[config.mk]
export PLATFORM = sky130hd
export DESIGN_NAME = bus_arbit_rr
export DESIGN_NICKNAME = d
export VERILOG_FILES = /design/src/rtl/bus_arbit_rr.sv
export SDC_FILE = /design/constraint.sdc
export NUM_CORES = 1
export LEC_CHECK = 0
export CORE_MARGIN = 2
export CORE_UTILIZATION = 25
export CTS_CLUSTER_DIAMETER = 80
export CTS_CLUSTER_SIZE = 10
export DETAILED_ROUTE_END_ITERATION = 8
export DONT_BUFFER_PORTS = 1
export GPL_TIMING_DRIVEN = 0
export MAX_ROUTING_LAYER = met4
export PLACE_DENSITY = 0.5
export SYNTH_ARGS = -nofsm -noshare
export SYNTH_HDL_FRONTEND = slang
export SYNTH_SLANG_ARGS = --single-unit
export TNS_END_PERCENT = 20
[constraint.sdc]
create_clock -name clk -period 2.7 [get_ports clk]
set_input_delay 0.81 -clock clk [delete_from_list [all_inputs] [get_ports clk]]
set_output_delay 0.81 -clock clk [all_outputs]
set_load 0.05 [all_outputs]
[src/rtl/bus_arbit_rr.sv]
// Round-robin bus arbiter with a bounded hold time per owner.
// The one-hot grant, grant_id and rearb are all registered. grant_id also serves as the owner register.
module bus_arbit_rr #(
  parameter int N_MASTERS = 4,
  parameter int MAX_HOLD  = 8,
  localparam int ID_W     = $clog2(N_MASTERS)
) (
  input  logic                 clk,
  input  logic                 reset,
  input  logic [N_MASTERS-1:0] req,
  output logic [N_MASTERS-1:0] grant,
  output logic [ID_W-1:0]      grant_id,
  output logic                 rearb
);

  localparam logic [7:0]           HOLD_LAST = 8'(MAX_HOLD - 1);
  localparam logic [N_MASTERS-1:0] GRANT_0   = {{(N_MASTERS-1){1'b0}}, 1'b1};

  typedef enum logic [1:0] {
    DEC_KEEP,
    DEC_SWITCH,
    DEC_PARK
  } dec_t;

  logic [7:0]      hold_cnt;
  logic [7:0]      hold_nxt;
  logic [ID_W-1:0] owner_nxt;
  logic [ID_W-1:0] rr_pick;
  logic            rr_hit;
  logic            others;
  logic [ID_W-1:0] cand [N_MASTERS];
  dec_t            dec;

  assign others = |(req & ~grant);

  // cand[k] is the index k positions after the current owner, wrapping around.
  always_comb begin
    for (int unsigned k = 0; k < N_MASTERS; k++) begin
      cand[k] = ID_W'((32'(grant_id) + k) % N_MASTERS);
    end
  end

  always_comb begin
    rr_pick = grant_id;
    rr_hit  = 1'b0;
    for (int unsigned k = 1; k < N_MASTERS; k++) begin
      if (!rr_hit && req[cand[k]]) begin
        rr_hit  = 1'b1;
        rr_pick = cand[k];
      end
    end
  end

  always_comb begin
    dec       = DEC_KEEP;
    hold_nxt  = hold_cnt;
    owner_nxt = grant_id;
    if (req == '0) begin
      dec      = DEC_PARK;
      hold_nxt = '0;
    end else if (req[grant_id] && ((hold_cnt < HOLD_LAST) || !others)) begin
      if (hold_cnt < HOLD_LAST) begin
        hold_nxt = hold_cnt + 8'd1;
      end
    end else begin
      // Either a release or a forced rotation; both reach here only while another master requests.
      dec       = DEC_SWITCH;
      owner_nxt = rr_pick;
      hold_nxt  = '0;
    end
  end

  always_ff @(posedge clk) begin
    if (reset) begin
      grant    <= GRANT_0;
      grant_id <= '0;
      hold_cnt <= '0;
      rearb    <= 1'b0;
    end else begin
      grant    <= GRANT_0 << owner_nxt;
      grant_id <= owner_nxt;
      hold_cnt <= hold_nxt;
      rearb    <= (dec == DEC_SWITCH);
    end
  end

  a_grant_onehot: assert property (@(posedge clk) disable iff (reset) $onehot(grant));
  a_grant_id_match: assert property (@(posedge clk) disable iff (reset) grant == (GRANT_0 << grant_id));

endmodule

======== Yosys cells after proc, flatten, opt, wreduce, memory -nomap -nowiden ========
Index checks and enable logic that the tools add are counted.
word-level totals
  flip-flop bits (word level) ............. 15
  input port bits ......................... 6
  output and inout port bits .............. 7
cells by class
  add/sub/neg operators ................... 4
  magnitude comparators ................... 5
  equality and inequality tests ........... 1
  shift operators ......................... 1
  muxes and demuxes ....................... 17
  bitwise gates (word level) .............. 3
  reduce and logical (&&, ||, !) cells .... 10
operators by type and width
  cell                   number
  $lt A2 B3 Y1 const B   4
  $mux W2                6
  $add A8 B1 Y8 const B  1
  $bmux W1 S2            4
  $lt A8 B3 Y1 const B   1
  $mux W1                7
  $add A2 B2 Y2 const B  2
  $and A4 B4 Y4          1
  $logic_not A4 Y1       1
  $not A4 Y4             1
  $reduce_or A4 Y1       1
  $shl A1 B2 Y4 const A  1
  $logic_and A1 B1 Y1    3
  $logic_not A1 Y1       3
  $reduce_or A3 Y1       1
  $add A2 B1 Y2 const B  1
  $eq A2 B1 Y1 const B   1
  $logic_or A1 B1 Y1     1
  $not A1 Y1             1

======== Longest topological paths before layout ========
  word-level depth ........................ 13
  depth in mapped cells ................... 7
  gate-level depth less buffers ........... 6

======== Worst setup path before layout ========
Ideal clock, no wire load.
  path type ............................... register to register
  from .................................... register grant_id[1]
  to ...................................... register grant[1]
  arrival time ............................ 2.212 ns
  required time ........................... 2.621 ns
  slack ................................... 0.408 ns
  stages on the path, launching flop included .. 6
  buffers on the path ..................... 1
  period minus slack after synthesis ...... 2.292 ns
  cells stage by stage .................... dfxtp_1 buf_6 mux4_2 a21boi_4 or4b_4 a211oi_2
between the ends
  cells in the longest elaborated chain, start to end .. 13
  elaborated cells between the ends (all ways) .. 24
ends and longest elaborated chain
  item                           line  text
  start: declaration             12    output logic [ID_W-1:0] grant_id,
  start signal: assignment       81    grant_id <= owner_nxt;
  $add A2 B1 Y2                  39    cand[k] = ID_W'((32'(grant_id) + k) % N_MASTERS);
  $bmux W1 S2                    47    if (!rr_hit && req[cand[k]]) begin
  $mux W1 (not written as such)  47
  $mux W1                        47
  $logic_not A1 Y1               47
  $logic_and A1 B1 Y1            47
  $mux W1                        47
  $logic_not A1 Y1               47
  $logic_and A1 B1 Y1            47
  $mux W2                        47
  $mux W2                        61    end else if (req[grant_id] && ((hold_cnt < HOLD_LAST) || !others)) begin
  $mux W2 *                      58    if (req == '0) begin
  $shl A1 B2 Y4 *                80    grant <= GRANT_0 << owner_nxt;
  end signal: assignment         80
  end: declaration               11    output logic [N_MASTERS-1:0] grant,
Mark *: on every way between the ends. The rest lies on a longest branch, timed or not. The select of a mux whose other input is x is not followed.
A chain may end at the register's enable or synchronous reset.

======== Worst setup path in the final report ========
  from .................................... register grant_id[1]
  to ...................................... register grant[2]
The elaborated chain is that of the path after synthesis.

==> impl_metrics.tcl <==
set metrics [dict create \
    max_cap_violations 0 \
    design.final.nets 91 \
    final_cell_mix "dfxtp_1 (15), nor2_1 (7), nand2_1 (6)" \
    grt_util_all_layers_pct 10.11 \
    finalHoldViolCount 0 \
    total_leakage_power_nw 0.3320 \
    initial_core_util_pct 25.59 \
    final_design_area_no_fill_um2 833.3 \
    setup.reg_to_reg.worst_slack_ps 160 \
    wl_per_cell_um 13.04 \
    antenna_violating_nets_post_route 0 \
    number_of_global_route_vias_before_repair 539 \
    ir_worst_vdd_v 0.0001498 \
    final_util_pct 27.98 \
    clk_root_buffer_cell "clkbuf_4" \
    regToRegStartpoint "grant_id[1]" \
    crit_end "grant[2]" \
    design_power_total_w 0.0006672 \
    globalRouteOverflowTotal 0 \
    synthesis.nets 86 \
    detail_route.iter0.violations 29 \
    fp-row-count 20 \
    hold_path.class "reg -> reg" \
    max-clock-path-buffers 2 \
    worstSetupStartpointType "register" \
    timing.critical_path.arrival_ps 2690 \
    cts.clk_slew.worst_paths_ps 100 \
    achievable-frequency_ghz 0.3936 \
    tritoncts_clock_tree "yes" \
    setup-violations-final 0 \
    worst_slew_margin_rel_pct 40.90 \
    power-per-cell-area_nw_per_um2 800.6 \
    r2r.worst_path.cells 5 \
    grt_antenna_before_repair 0 \
    final_min_period_over_clock_period_pct 94.09 \
    final.setup_skew_ps 5.826 \
    fin_setup_tns_ps 0 \
    route.final.wire_length_um 1513 \
    final_common_cell "dfxtp_1" \
    cts-resized-gates 0 \
    setup_repair_after_global_routing_missed_its_margin "no" \
    cts-htree-levels 1 \
    vias_per_cell 5.155 \
    cts_made_buffers 3 \
    placed_cell_area_um2 803.3 \
    yosysUniqueCellTypes 32 \
    fin_crit_ps 2540 \
    ys_warn_count 0 \
    critical_path.reg2reg.endpoint "grant[2]" \
    sort_of_element_at_the_end_of_the_critical_path "register" \
    detailroute.via_count 598 \
    synth.yosys.seq_area_share_pct 39.41 \
    syn_area_um2 762.0 \
    clock_sinks 15 \
    hpwlAfterDp_um 1173 \
    synth.ff_latch_count 15 \
    placement.io_buffers 0 \
    worst_skew_pair.late_latency_ps 290 \
    worst-endpoint-required_ps 2850 \
    grt_first_pass_wirelength_um 2477 \
    grt_max_degree 11 \
    io_pins 13 \
    crit_path_max_fanout 10 \
    area_growth_syn_to_layout_pct 9.360 \
    timing_worst_slew_pin_value_ps 878.3 \
    die_h_um 59.21 \
    fin_hold_ws_ps 483.3 \
    place.gp.congestion 0.7425 \
    worstSetupPathType "reg -> reg" \
    share_of_post_route_cells_with_drive_strength_above_1_pct 13.25 \
    detail_route.drc_violations 0 \
    cts.hold.buffers_added 0 \
    post-cts-setup-buffer-count 0 \
    final_max_slew_viol_count 0 \
    design.die.area_um2 3505 \
    setup.worst_path.start "grant_id[1]" \
    synthesis.area_per_instance_um2 9.645 \
    syn_inst 79 \
    drtPass1Iterations 4 \
    antenna-diode-count 0 \
    die_w_um 59.21 \
    status "finished, final reports clean" \
    placeableCoreArea_um2 2978 \
]
layer usage:
metal  share of wire [%]  track usage, %  vias to the layer above
met5                   0               -                        -
met4                 2.0           6.818                        0
met3                 6.1           4.803                        4
met2                  44           13.34                       12
met1                  48           11.96                      273
li1                    -               -                      309
cells by family (layout without fill, tap and decap cells):
logic type	count (synthesis)	after routing	share of synthesized area, %
AND/OR/NAND/NOR	29	29	20.36
adder cells (fa/ha/maj)	1	1	1.642
XOR/XNOR	1	1	1.150
flip-flops	15	15	39.41
multiplexers	1	1	2.955
buffers and inverters	7	11	5.417
AO/OA/AOI/OAI	25	25	29.07
worst min path at each step:
stage,start,end,slack [ps],depth (start not counted)
2_1_floorplan,hold_cnt[3],hold_cnt[3],440,2
3_3_place_gp,hold_cnt[5],hold_cnt[5],470,1
3_5_place_dp,hold_cnt[4],hold_cnt[4],470,1
4_1_cts,hold_cnt[1],hold_cnt[1],490,2
5_1_grt,hold_cnt[7],hold_cnt[7],500,1
6_report,hold_cnt[1],hold_cnt[1],480,2
power breakdown:
group	internal, W	total, W	switching, W
combinational	0.0000832	0.000176	0.0000928
clock	0.0000564	0.000135	0.0000785
sequential	0.000250	0.000356	0.000106
Yosys cell counts:
master,instances,share of area [%]
ha_1,1,1.6
a2111o_1,1,1.5
a41oi_1,1,1.1
a21oi_1,5,3.3
o311ai_1,1,1.1
mux4_2,1,3.0
o211a_1,1,1.3
and3_1,5,4.1
clkbuf_1,1,0.49
o21ai_0,3,2.0
nand2b_1,5,4.1
o2111ai_4,1,3.4
o221ai_1,1,1.1
a21boi_0,1,0.99
a211oi_1,1,0.99
or4b_4,1,1.8
nand2_1,6,3.0
xnor2_1,1,1.1
o31a_1,2,2.3
nor2_1,7,3.4
nor3_1,1,0.66
a21boi_4,1,2.5
inv_1,4,2.0
a211oi_2,1,1.6
buf_6,2,3.0
o21a_1,1,0.99
dfxtp_1,15,39
a2111oi_1,2,2.6
a22oi_1,1,0.99
and2_1,1,0.82
nor4_1,3,2.5
o41ai_1,1,1.1
flip-flops by register name, indices dropped and copies added, names as in the netlist:
signal    cells
grant_id      2
hold_cnt      8
grant         4
rearb         1
cell type report:
cell class              instances  area (µm²)
fillers                       316        2145
plain buffers                   3       26.28
multi-input cells              57       420.4
clock inverters                 1       7.507
inverters                       4       15.01
well taps                      33       41.29
clock buffers                   3       22.52
flip-flops and latches         15       300.3
worst max-delay path, cell delays in order (launching register included):
cell	delay, ps
dfxtp_1	680
buf_6	210
mux4_2	490
a21boi_4	170
a2111o_1	340
a2111oi_1	500
through the flow:
step                instances  setup slack [ps]
floorplan                  79             408.2
global placement          112             213.8
detailed placement        112             218.6
CTS                       116             186.8
global route              116             88.44
finish                    116             159.7
Note: power is estimated with default switching activity, not from simulation.
